## config.mk

```make
export PLATFORM = sky130hd
export DESIGN_NAME = hilo_reg_flat
export DESIGN_NICKNAME = d
export VERILOG_FILES = /design/src/rtl/hilo_reg_pkg.sv /design/src/rtl/hilo_reg_if.sv /design/src/rtl/hilo_pending_buf.sv /design/src/rtl/hilo_reg.sv /design/src/flat_wrapper.sv
export SDC_FILE = /design/constraint.sdc
export NUM_CORES = 1
export LEC_CHECK = 0
export BUFFER_PORTS_ARGS = -buffer_cell sky130_fd_sc_hd__buf_4
export CAP_MARGIN = 40
export CORE_MARGIN = 3
export CORE_UTILIZATION = 53
export DETAILED_ROUTE_END_ITERATION = 12
export PLACE_DENSITY_LB_ADDON = 0.15
export SLEW_MARGIN = 30
export SYNTH_ARGS = -nofsm -noshare
export SYNTH_HDL_FRONTEND = slang
export SYNTH_SLANG_ARGS = --single-unit
```

## constraint.sdc

```tcl
create_clock -name clk -period 4.88 [get_ports clk]
set_clock_uncertainty 0.2 [all_clocks]
set_input_delay 0.488 -clock clk [delete_from_list [all_inputs] [get_ports clk]]
set_output_delay 0.488 -clock clk [all_outputs]
set_load 0.02 [all_outputs]
```

## src/rtl/hilo_reg_pkg.sv

```systemverilog
// rtl/hilo_reg_pkg.sv - shared HI/LO write-enable encodings and pending-entry type
package hilo_reg_pkg;

  // {hi_we, lo_we} encodings shared with the ALU
  localparam logic [1:0] HILO_WE_NONE = 2'b00;
  localparam logic [1:0] HILO_WE_LO   = 2'b01;
  localparam logic [1:0] HILO_WE_HI   = 2'b10;
  localparam logic [1:0] HILO_WE_BOTH = 2'b11;

  // One pending HI/LO result waiting in MEM for its commit decision
  typedef struct packed {
    logic        valid;
    logic [1:0]  we;
    logic [63:0] data;
  } hilo_pend_t;

  localparam int HILO_PEND_W = $bits(hilo_pend_t);

  localparam hilo_pend_t HILO_PEND_EMPTY = '{valid: 1'b0, we: HILO_WE_NONE, data: 64'h0};

  // Merge a pending entry over the committed value, half by half
  function automatic logic [63:0] hilo_overlay(input logic [63:0] base, input hilo_pend_t p);
    logic [63:0] r;
    r = base;
    if (p.we[1]) r[63:32] = p.data[63:32];
    if (p.we[0]) r[31:0]  = p.data[31:0];
    return r;
  endfunction

endpackage

```

## src/rtl/hilo_reg_if.sv

```systemverilog
// rtl/hilo_reg_if.sv - pipeline-side bundle between EX/MEM control and the HI/LO block
interface hilo_reg_if;

  logic        stallM;
  logic        flushM;
  logic        exceptM;
  logic [1:0]  hilo_weE;
  logic [63:0] alu_outE;
  logic        hilo_readE;
  logic [63:0] hilo_o;
  logic        hilo_stallE;
  logic        hilo_commitW;

  // Pipeline control / ALU side
  modport master (
    output stallM, flushM, exceptM, hilo_weE, alu_outE, hilo_readE,
    input  hilo_o, hilo_stallE, hilo_commitW
  );

  // HI/LO register block side
  modport slave (
    input  stallM, flushM, exceptM, hilo_weE, alu_outE, hilo_readE,
    output hilo_o, hilo_stallE, hilo_commitW
  );

endinterface

```

## src/rtl/hilo_pending_buf.sv

```systemverilog
// rtl/hilo_pending_buf.sv - one-entry MEM-stage buffer with kill/hold/commit/capture
module hilo_pending_buf
  import hilo_reg_pkg::*;
(
  input  logic        clk,
  input  logic        rst,
  input  logic        stall_i,
  input  logic        flush_i,
  input  logic        except_i,
  input  logic [1:0]  we_i,
  input  logic [63:0] data_i,
  output hilo_pend_t  pend_o,
  output logic        commit_o
);

  hilo_pend_t pend_q, pend_d;

  // A valid entry commits when MEM advances cleanly this edge
  assign commit_o = pend_q.valid & ~except_i & ~stall_i;
  assign pend_o   = pend_q;

  // Next entry: exception kills even under stall, stall holds, else capture EX
  always_comb begin
    pend_d = pend_q;
    if (except_i) begin
      pend_d = HILO_PEND_EMPTY;
    end else if (!stall_i) begin
      if (flush_i) begin
        pend_d = HILO_PEND_EMPTY;
      end else begin
        pend_d.valid = |we_i;
        pend_d.we    = we_i;
        pend_d.data  = data_i;
      end
    end
  end

  // Pending entry register
  always_ff @(posedge clk or posedge rst) begin
    if (rst) pend_q <= HILO_PEND_EMPTY;
    else     pend_q <= pend_d;
  end

endmodule

```

## src/rtl/hilo_reg.sv

```systemverilog
// rtl/hilo_reg.sv - architectural HI/LO pair with MEM-stage pending entry; optional bypass via HILO_BYPASS_EN
module hilo_reg
  import hilo_reg_pkg::*;
(
  input  logic     clk,
  input  logic     rst,
  hilo_reg_if.slave bus
);

  hilo_pend_t  pend;
  logic        commit;
  logic [31:0] hi_q, hi_d;
  logic [31:0] lo_q, lo_d;
  logic        commit_w_q;

  hilo_pending_buf u_pend (
    .clk      (clk),
    .rst      (rst),
    .stall_i  (bus.stallM),
    .flush_i  (bus.flushM),
    .except_i (bus.exceptM),
    .we_i     (bus.hilo_weE),
    .data_i   (bus.alu_outE),
    .pend_o   (pend),
    .commit_o (commit)
  );

  // Committed value takes each half the pending entry enables
  always_comb begin
    hi_d = hi_q;
    lo_d = lo_q;
    if (commit && pend.we[1]) hi_d = pend.data[63:32];
    if (commit && pend.we[0]) lo_d = pend.data[31:0];
  end

  // Architectural HI/LO and the registered commit pulse
  always_ff @(posedge clk or posedge rst) begin
    if (rst) begin
      hi_q       <= 32'h0;
      lo_q       <= 32'h0;
      commit_w_q <= 1'b0;
    end else begin
      hi_q       <= hi_d;
      lo_q       <= lo_d;
      commit_w_q <= commit;
    end
  end

  assign bus.hilo_commitW = commit_w_q;

`ifdef HILO_BYPASS_EN
  // Forward the pending entry unless it is being killed this cycle
  always_comb begin
    bus.hilo_o = {hi_q, lo_q};
    if (pend.valid && !bus.exceptM) bus.hilo_o = hilo_overlay({hi_q, lo_q}, pend);
  end
  assign bus.hilo_stallE = 1'b0;
`else
  // No forwarding: readers wait until the pending entry leaves MEM
  always_comb begin
    bus.hilo_o = {hi_q, lo_q};
  end
  assign bus.hilo_stallE = bus.hilo_readE & pend.valid;
`endif

endmodule

```

## src/flat_wrapper.sv

```systemverilog
// flat-port wrapper written by rule: the top's interface ports become plain ports
module hilo_reg_flat import hilo_reg_pkg::*;
  (clk, rst, bus_stallM, bus_flushM, bus_exceptM, bus_hilo_weE, bus_alu_outE, bus_hilo_readE, bus_hilo_o, bus_hilo_stallE, bus_hilo_commitW);
  hilo_reg_if bus_i ();
  input  logic clk;
  input  logic rst;
  input wire logic [$bits(bus_i.stallM)-1:0] bus_stallM;
  input wire logic [$bits(bus_i.flushM)-1:0] bus_flushM;
  input wire logic [$bits(bus_i.exceptM)-1:0] bus_exceptM;
  input wire logic [$bits(bus_i.hilo_weE)-1:0] bus_hilo_weE;
  input wire logic [$bits(bus_i.alu_outE)-1:0] bus_alu_outE;
  input wire logic [$bits(bus_i.hilo_readE)-1:0] bus_hilo_readE;
  output wire logic [$bits(bus_i.hilo_o)-1:0] bus_hilo_o;
  output wire logic [$bits(bus_i.hilo_stallE)-1:0] bus_hilo_stallE;
  output wire logic [$bits(bus_i.hilo_commitW)-1:0] bus_hilo_commitW;
  assign bus_i.stallM = bus_stallM;
  assign bus_i.flushM = bus_flushM;
  assign bus_i.exceptM = bus_exceptM;
  assign bus_i.hilo_weE = bus_hilo_weE;
  assign bus_i.alu_outE = bus_alu_outE;
  assign bus_i.hilo_readE = bus_hilo_readE;
  assign bus_hilo_o = bus_i.hilo_o;
  assign bus_hilo_stallE = bus_i.hilo_stallE;
  assign bus_hilo_commitW = bus_i.hilo_commitW;
  hilo_reg u_core (.clk(clk), .rst(rst), .bus(bus_i));
endmodule
```

# Word-level counts from Yosys, hierarchy flattened
# Index checks and enable logic that the tools add are counted.
[classes]
n_mux = 3
bitwise_logic = 5
reduce_logical = 3
n_eq_ne = 1
[op_table]
columns = ["cell", "n"]
rows = [
  ["$mux W67", 3],
  ["$and A1 B1 Y1", 3],
  ["$logic_and A1 B1 Y1", 2],
  ["$ne A2 B1 Y1 const B", 1],
  ["$not A1 Y1", 2],
  ["$reduce_or A2 Y1", 1],
]
[totals]
elab_cells = 18
out_inout_bits = 66
reg_bits = 132

# Depth between registers and ports, before layout
[logic_depth]
ltp_word = 4
ltp_mapped = 6
ltp_nobuf = 3

# Hierarchy
# Synthesis repeated with hierarchy kept, for this count alone.
[unflattened]
hier_cells = 439
hier_area_um2 = 5591.6
[modules_own_cells]
columns = ["module", "cells_each", "area_per_inst_um2", "instances"]
rows = [
  ["hilo_pending_buf", 300, 3181.8, 1],
  ["hilo_reg", 139, 2409.8, 1],
]

# Least setup slack after synthesis
# No wires, ideal clock.
[synth_timing]
path_kind = "input to register"
start = "input port bus_exceptM"
end = "register u_core.hi_q[0]"
path_slack_ps = 3088
path_buffers = 3
arrival_ps = 1467
setup_time_ps = 125
path_stages = 6
cell_sequence = "buf_2 nor2_1 and3_1 buf_6 buf_12 mux2_4"
[synth_between]
elab_chain_cells = 4
[synth_lines]
columns = ["element", "line_no", "source"]
rows = [
  ["from (decl)", "flat_wrapper.sv:9", "input wire logic [$bits(bus_i.exceptM)-1:0] bus_exceptM;"],
  ["$not A1 Y1", "hilo_pending_buf.sv:19", "assign commit_o = pend_q.valid & ~except_i & ~stall_i;"],
  ["$and A1 B1 Y1 (2 in series)", "hilo_pending_buf.sv:19", ""],
  ["$logic_and A1 B1 Y1", "hilo_reg.sv:32", "if (commit && pend.we[1]) hi_d = pend.data[63:32];"],
  ["to (signal assigned)", "hilo_reg.sv:43", "hi_q <= hi_d;"],
  ["to (decl)", "hilo_reg.sv:12", "logic [31:0] hi_q, hi_d;"],
]
# Every way passes these cells.
# A chain may end at the register's enable or synchronous reset.

# Worst setup path in the final report
[layout_timing]
start = "input port bus_exceptM"
end = "register u_core.lo_q[17]"
[layout_between]
elab_chain_cells = 4
[layout_lines]
columns = ["element", "line_no", "source"]
rows = [
  ["$not A1 Y1", "hilo_pending_buf.sv:19", ""],
  ["$and A1 B1 Y1 (2 in series)", "hilo_pending_buf.sv:19", ""],
  ["$logic_and A1 B1 Y1", "hilo_reg.sv:33", "if (commit && pend.we[0]) lo_d = pend.data[31:0];"],
  ["to (signal assigned)", "hilo_reg.sv:44", "lo_q <= lo_d;"],
  ["to (decl)", "hilo_reg.sv:13", "logic [31:0] lo_q, lo_d;"],
]
# Every way passes these cells.

==> summary.md <==
| Metric | Value |
|---|---|
| Synth top area share | 0.5859 |
| Worst setup path category | in -> reg |
| Unrepaired setup endpoints after global routing | no |
| Chip height | 109.1 um |
| Final min period | 1.979 ns |
| Final Setup Violations | 0 |
| Area grow syn2layout | 28.07% |
| Die footprint | 11910 sq um |
| Final Hold Vio Count | 0 |
| Setup slack on the worst flop-to-flop path | 3.08 ns |
| Seq/Total Area, Yosys | 0.5859 |
| NetSw | 0.5535 mW |
| Antenna cell count | 0 |
| TritonRoute pass-1 iters | 4 |
| CP arrival | 2.17 ns |
| Num CTS Buffers | 17 |
| CTS root buffer | clkbuf_8 |
| Rel. slew slack | 0.4442 |
| Post-CTS resize count | 0 |
| Port bufs | 137 |
| CP max stage delay | 0.63 ns |
| Fin crit share | 0.4055 |
| Setup TNS | 0 ns |
| First-pass GRT wire length | 18590 um |
| Peak VDD IR | 0.1693 mV |
| Setup crit start kind | input port |
| Switch share | 0.2160 |
| DRC errors left | 0 |
| Pwr Density | 354.8 nW/um^2 |
| Count of final max-slew check failures | 0 |
| Starting Density | 0.5461 |
| Yosys warnings | 0 |
| Status | finished clean |
| Largest net degree at the start of global routing | 116 |
| Post-Syn Area | 5638 sq um |
| Worst slew pin tran | 0.8338 ns |
| Reg power frac | 0.445 |
| DRT iter0 DRCs | 163 |
| Distinct cells, synth | 18 |
| Vias per std cell | 5.211 |
| Fin nets | 635 |
| Clk sink count | 132 |
| Static Leakage | 3.541 nW |
| Critical Path RT | 5.07 ns |
| Clk slew on worst S/H paths | 0.06 ns |
| Syn Nets | 513 |
| Grt ovf | 0 |
| Crit-path max FO | 68 |
| Core Region | 10320 sq um |
| Avg WL per Cell | 16.47 um |
| Number of global-route vias before repair | 3685 |
| Hold slack final | 0.04522 ns |
| Fraction of layout cells with a size suffix above 1 | 0.4028 |
| Worst-path cell chain | buf_4 > nor2_1 > and3_4 > mux2_1 |
| Cells after Synth | 441 |
| Chip Width | 109.1 um |
| IO Count | 138 |
| Total GRT Usage | 0.2063 |
| CTS tree | built |
| Worst hold path class | in -> reg |
| Area contributors post-synth | dfrtp_1 (59%), mux2_4 (16%), nor3b_1 (8.7%), a21oi_1 (5.9%), nor2_1 (4.5%) |
| DPL Wire Length | 7109 um |
| Max-Cap Viols | 0 |
| Placed Cells | 679 |
| Antenna violations before repair | 0 |
| Final wirelength | 11730 um |
| Int Pwr | 2.009 mW |
| Setup Buffers After CTS | 0 |
| Slowest stage cell, crit path | and3_4 |
| Final Power | 2.562 mW |
| Worst skew pair latency | 0.51 ns |
| Post-DRT Antenna Nets | 0 |
| Via count | 3710 |
| Fin cells | 712 |
| Placer congestion estimate | 0.7344 |
| F_max | 505.3 MHz |
| H-Tree Depth | 4 |
| Largest area contributor in the netlist | dfrtp_1 |
| Num rows | 37 |
| Gate power share | 0.071 |
| CP endpoint kind | flip-flop |
| Clock network power share | 0.484 |
| Yosys reg bits | 132 |
| Syn avg cell area | 12.78 sq um |
| CTS Buffer Depth | 2 |
-- critical path, delay by kind of cell --
kind	cells	cell delay (ns)
mux	1	0.38
simple gates	2	0.90
buf+inv	1	0.32
-- stage by stage --
step / instance area, sq um / setup WS [ns] / utilization
global placement: 6589 / 2.162 / 0.6382
detailed placement: 6628 / 2.399 / 0.6420
global route: 7221 / 2.839 / 0.6994
finish: 7221 / 2.901 / 0.6994
CTS: 7221 / 2.910 / 0.6994
floorplan: 5638 / 0.6660 / -
-- cell families after synthesis --
group	count (synthesis)	share of synthesized area
AO/OA/AOI/OAI	68	0.06081
buffers and inverters	39	0.04860
flip-flops	132	0.5859
multiplexers	64	0.1678
AND/OR/NAND/NOR	138	0.1369
-- power by group through the flow --
| stage | clock, mW | combinational [mW] | sequential [mW] |
|---|---|---|---|
| 2_1_floorplan | 0 | 0.0993 | 1.16 |
| 3_3_place_gp | 0 | 0.177 | 1.16 |
| 3_5_place_dp | 0 | 0.184 | 1.16 |
| 4_1_cts | 1.26 | 0.186 | 1.14 |
| 5_1_grt | 1.32 | 0.203 | 1.14 |
| 6_report | 1.24 | 0.183 | 1.14 |
-- routing by layer --
layer | share of wire | up-vias | GRT usage
met2 | 0.47 | 99 | 0.3031
met1 | 0.46 | 1845 | 0.2954
met5 | 0 | - | 0
met4 | 0.010 | 0 | 0.08025
met3 | 0.055 | 9 | 0.05269
li1 | - | 1757 | -
-- area by class of cell --
class / count / area (sq um)
tap: 136 / 170.2
clock buffer: 22 / 452.9
clock inverter: 10 / 130.1
inverter: 1 / 8.758
fill: 745 / 3103
timing repair buffer: 141 / 1085
multi-input combinational: 270 / 2071
sequential: 132 / 3303
-- cell usage after synthesis --
cell type and n:
and3_1 2, nand2_1 1, o21ai_1 1, mux2_4 60
inv_1 1, buf_6 2, buf_1 7, buf_12 6
dfrtp_1 132, and2_1 2, nor2_1 68, buf_2 9
buf_4 1, clkbuf_1 13, mux2_1 4, nor3b_1 65
a21oi_1 66, a22oi_1 1
-- layout by cell type, fill, tap and decap left out --
cell,instances
buf_4,138
dfrtp_1,132
nor2_1,68
a21oi_1,66
nor3b_1,65
mux2_4,60
clkbuf_16,16
clkinv_2,5
mux2_1,4
clkbuf_8,3
clkbuf_1,3
bufinv_16,3
and3_4,2
and2_1,2
clkinvlp_4,2
inv_6,1
o21ai_1,1
nand2_1,1
a22oi_1,1
dlygate4sd3_1,1
buf_16,1
buf_6,1
-- state kept, by name, indices dropped and copies added, names as in the netlist --
register,count
u_core.u_pend.pend_o,67
u_core.bus.hilo_commitW,1
u_core.hi_q,32
u_core.lo_q,32
-- path summary, 6_finish.rpt --
kind,from,endpoint,cells after the start
min in group asynchronous,rst,u_core.u_pend.pend_o[34],3
worst max-delay path,bus_exceptM,u_core.lo_q[17],4
worst min-delay path,bus_hilo_weE[1],u_core.u_pend.pend_o[65],3
worst min register to register,u_core.hi_q[30],u_core.hi_q[30],1
max in group asynchronous,rst,u_core.hi_q[25],4
worst max register to register,u_core.u_pend.pend_o[66],u_core.lo_q[17],2
-- what timing repair did --
action                                  4_1_cts  5_1_grt
hold buffers                                  1        0
endpoints found under the hold margin        53        0
endpoints found under the setup margin        0        0
Power figures use the tool's default switching activity.
